--- config.mk ---
export PLATFORM = sky130hd
export DESIGN_NAME = ddr5_req_queue
export DESIGN_NICKNAME = d
export VERILOG_FILES = /design/src/rtl/ddr5_req_queue.sv
export SDC_FILE = /design/constraint.sdc
export NUM_CORES = 1
export LEC_CHECK = 0
export CAP_MARGIN = 0
export CORE_MARGIN = 4
export CORE_UTILIZATION = 45
export DETAILED_ROUTE_END_ITERATION = 8
export DONT_BUFFER_PORTS = 1
export GPL_TIMING_DRIVEN = 0
export PLACE_DENSITY = 0.6
export SYNTH_ARGS = -nofsm -noshare
export SYNTH_HDL_FRONTEND = slang
export SYNTH_SLANG_ARGS = --single-unit
--- constraint.sdc ---
create_clock -name clk -period 20.6 [get_ports clk]
set_input_delay 4.12 -clock clk [delete_from_list [all_inputs] [get_ports clk]]
set_output_delay 4.12 -clock clk [all_outputs]
set_load 0.005 [all_outputs]
--- src/rtl/ddr5_req_queue.sv ---
// ddr5_req_queue: time-gated circular request queue with DDR5 address decode registered at enqueue
module ddr5_req_queue #(
  parameter int DEPTH = 16,
  parameter int ADDR_W = 34,
  parameter int CYC_W = 64,
  parameter int AFULL_LVL = DEPTH - 2,
  parameter bit TIME_GATE = 1
) (
  input  logic                     clk,
  input  logic                     rst,
  input  logic                     flush,
  input  logic [CYC_W-1:0]         now_cyc,
  input  logic                     in_valid,
  output logic                     in_ready,
  input  logic [CYC_W-1:0]         in_cyc,
  input  logic [3:0]               in_core,
  input  logic [1:0]               in_opn,
  input  logic [ADDR_W-1:0]        in_addr,
  output logic                     out_valid,
  input  logic                     out_ready,
  output logic [CYC_W-1:0]         out_cyc,
  output logic [3:0]               out_core,
  output logic [1:0]               out_opn,
  output logic [ADDR_W-1:0]        out_addr,
  output logic [ADDR_W-19:0]       out_row,
  output logic [1:0]               out_bank,
  output logic [2:0]               out_bg,
  output logic                     out_channel,
  output logic [9:0]               out_column,
  output logic [1:0]               out_byte,
  output logic [$clog2(DEPTH):0]   count,
  output logic                     full,
  output logic                     empty,
  output logic                     almost_full
);
  localparam int PW = $clog2(DEPTH);
  localparam int RW = ADDR_W - 18;
  typedef struct packed {
    logic [CYC_W-1:0]  cyc;
    logic [3:0]        core;
    logic [1:0]        opn;
    logic [ADDR_W-1:0] addr;
    logic [RW-1:0]     row;
    logic [1:0]        bank;
    logic [2:0]        bg;
    logic              ch;
    logic [9:0]        column;
    logic [1:0]        byt;
  } ent_t;
  ent_t mem_q [DEPTH];
  ent_t ent_d, head;
  logic [PW-1:0] wr_q, wr_d, rd_q, rd_d;
  logic [PW:0] cnt_q, cnt_d;
  logic enq, deq;
  always_comb begin
    ent_d = '{cyc: in_cyc, core: in_core, opn: in_opn, addr: in_addr, row: in_addr[ADDR_W-1:18],
              bank: in_addr[11:10], bg: in_addr[9:7], ch: in_addr[6],
              column: {in_addr[17:12], in_addr[5:2]}, byt: in_addr[1:0]};
    head = mem_q[rd_q];
    enq = in_valid && in_ready;
    deq = out_valid && out_ready;
    wr_d = flush ? '0 : wr_q + PW'(enq);
    rd_d = flush ? '0 : rd_q + PW'(deq);
    cnt_d = flush ? '0 : cnt_q + (PW+1)'(enq) - (PW+1)'(deq);
  end
  always_ff @(posedge clk) begin
    if (rst) begin
      wr_q <= '0;
      rd_q <= '0;
      cnt_q <= '0;
    end else begin
      wr_q <= wr_d;
      rd_q <= rd_d;
      cnt_q <= cnt_d;
    end
  end
  always_ff @(posedge clk) begin
    if (enq && !flush) mem_q[wr_q] <= ent_d;
  end
  assign count = cnt_q;
  assign full = cnt_q == (PW+1)'(DEPTH);
  assign empty = cnt_q == '0;
  assign almost_full = cnt_q >= (PW+1)'(AFULL_LVL);
  assign in_ready = !full && !rst;
  assign out_valid = !empty && (!TIME_GATE || now_cyc >= head.cyc);
  assign out_cyc = head.cyc;
  assign out_core = head.core;
  assign out_opn = head.opn;
  assign out_addr = head.addr;
  assign out_row = head.row;
  assign out_bank = head.bank;
  assign out_bg = head.bg;
  assign out_channel = head.ch;
  assign out_column = head.column;
  assign out_byte = head.byt;
endmodule

==> impl_metrics.env <==
export IMPL_outcome="finished, final reports clean"
export IMPL_routed_wl_um=163600
export IMPL_vias_per_cell=5.905
export IMPL_cp_cell_sequence="ha_1 -> nand4_1 -> nor4_1 -> nand2_1 -> nor4_1 -> nor4_1 -> a21oi_1"
export IMPL_setup_viol=0
export IMPL_core_area_um2=143500
export IMPL_gp_congestion=0.7627
export IMPL_antenna_left=0
export IMPL_grt_pass1_wl_um=231300
export IMPL_arrival_ns=7.84
export IMPL_io_pins=321
export IMPL_ctsResizeCount=0
export IMPL_wl_per_cell_um=32.80
export IMPL_power_density_nw_per_um2=90.64
export IMPL_instances_no_fill=4988
export IMPL_synthTopCellsByArea="edfxtp_1 77%, mux4_2 18%, ha_1 1.5%"
export IMPL_fillers=10946
export IMPL_root_buffer="clkbuf_16"
export IMPL_cpMostUsedCell="nor4_1"
export IMPL_layout_setup_ws_ns=8.636
export IMPL_setup_tns_ns=0
export IMPL_holdBufCountCts=0
export IMPL_synth_edf_count=1664
export IMPL_postLayoutCellArea_um2=74560
export IMPL_fin_hold_ws_ns=0.6324
export IMPL_synth_area_um2=64910
export IMPL_synthTopCellsByCount="1664 x edfxtp_1, 520 x mux4_2, 77 x ha_1"
export IMPL_dp_cells=4691
export IMPL_synthCells=2660
export IMPL_drv_slew=0
export IMPL_ys_ff_latch=1677
export IMPL_critical_path_slowest_cell="nor4_1"
export IMPL_cpPeakStageDelay_ns=1.26
export IMPL_cts_buffer_depth=3
export IMPL_postLayoutCoreUtil=0.5196
export IMPL_clock_sinks=1677
export IMPL_grt_pass1_vias=30906
export IMPL_portBuffers=0
export IMPL_dpl_hpwl_um=109100
export IMPL_vias=29452
export IMPL_rsz0062_at_grt="false"
export IMPL_die_x_um=387.8
export IMPL_slew_headroom=0.07854
export IMPL_worst_pin_slew_ns=1.370
export IMPL_cts_clk_slew_worst_paths_ns=0.06
export IMPL_pre_cts_ws_ns=8.621
export IMPL_avgSynthCellArea_um2=24.40
export IMPL_yosys_cell_count_top_type="edfxtp_1"
export IMPL_seq_area_frac_synth=0.7738
export IMPL_p_leak_nw=22.83
export IMPL_drt_initial_drc_count=3028
export IMPL_crit_type="in2out"
export IMPL_start_util=0.4524
export IMPL_grt_use_total=0.2185
export IMPL_worstPathRequired_ns=16.48
export IMPL_cts_buffers=167
export IMPL_cts_tree="built"
export IMPL_period_share=0.5808
export IMPL_rows=139
export IMPL_synth_ff_type="edfxtp_1"
export IMPL_min_period_ns=11.96
export IMPL_vdd_drop_max_mv=0.07692
export IMPL_cap_violations=0
export IMPL_h_tree_depth=4
export IMPL_ys_warn_count=0
export IMPL_path_max_fanout=4
export IMPL_critPathLaunchType="input pin"
export IMPL_die_area_um2=150400
export IMPL_max_freq_mhz=83.59
export IMPL_place_area_um2=69490
export IMPL_hold_class="reg2reg"
export IMPL_crit_path_end_kind="primary output"
export IMPL_grt_start_max_net_pins=23
export IMPL_finalPower_mw=6.758
export IMPL_synthToLayoutAreaGrowth_pct=14.87
export IMPL_finalHoldViolCount=0
export IMPL_ys_types=42
export IMPL_synth_top_area_share=0.7698
export IMPL_drc=0
export IMPL_grt_ovfl_total=0
export IMPL_fin_nets=3208
export IMPL_fin_worst_skew_ns=0.02334
export IMPL_clk_latency_ns=0.78
export IMPL_antenna_found_initial=4
export IMPL_dr_pass1_iters=5
export IMPL_post_cts_buffers=0
export IMPL_final_layout_size_suffix_gt1_frac=0.3326
export IMPL_async_flop_share=0
export IMPL_die_y_um=387.8
export IMPL_synth_nets=2911
export IMPL_yosys_area_top_type="edfxtp_1"
## kinds of logic after synthesis
family	share of synthesized area
xor gates and xnor gates	0.0008097
DFF	0.7738
muxes	0.1804
buffers and inverters	0.01712
adders and majority gates	0.01515
AOI/OAI and AO/OA	0.005301
and+or+nand+nor	0.007383
## power by group
group          leakage [nW]  internal, mW  switching (mW)  total (mW)
registers              15.1          3.76         0.00344        3.77
clock network          2.48          1.61            1.23        2.85
logic                  5.27        0.0677          0.0792       0.147
total                  22.8          5.44            1.31        6.76
## sequential cells by signal, indices dropped and copies added, names as in the netlist
register	count
mem_q	1664
count	5
rd_q	4
wr_q	4
## metal layers
metal  vias up  share of wire  track usage
li1      12013              -            -
met4         0          0.024      0.06007
met2      1166           0.51       0.3663
met3       232          0.086      0.06061
met1     16041           0.38       0.2828
met5         -              0            0
## final cells by class
| class | count | area (um^2) | share of cell area |
|---|---|---|---|
| inverters | 75 | 281.5 | 0.003776 |
| plain buffers | 153 | 829.5 | 0.01113 |
| diodes | 3 | 7.507 | 0.0001007 |
| well taps | 1903 | 2381 | 0.03193 |
| repair buffers | 128 | 2085 | 0.02796 |
| multi-input cells | 755 | 13680 | 0.1835 |
| clock buffers | 206 | 4410 | 0.05915 |
| flip-flops and latches | 1677 | 50230 | 0.6737 |
| clock inverters | 88 | 655.6 | 0.008793 |
## worst max-delay path, delay by kind of cell
kind,cells,cell delay (ns)
compound gates,1,0.24
simple gates,5,3.20
fa+ha+maj,1,0.28
## layout by cell type, fill, tap and decap left out, types with 21 or more instances in the layout
master,count
a21oi_1,28
ha_1,77
buf_12,56
mux4_2,520
clkbuf_16,171
inv_2,63
clkinv_2,21
clkinv_1,47
clkbuf_1,92
edfxtp_1,1664
buf_2,39
buf_4,38
buf_6,62
## final timing paths
path	from	to	slack [ns]	depth (start not counted)
min	rd_q[0]	rd_q[0]	0.63	2
min reg2reg	rd_q[0]	rd_q[0]	0.63	2
max reg2reg	rd_q[1]	count[4]	11.90	23
max	now_cyc[61]	out_valid	8.64	7
No activity file was read; power rests on OpenSTA's default activity.
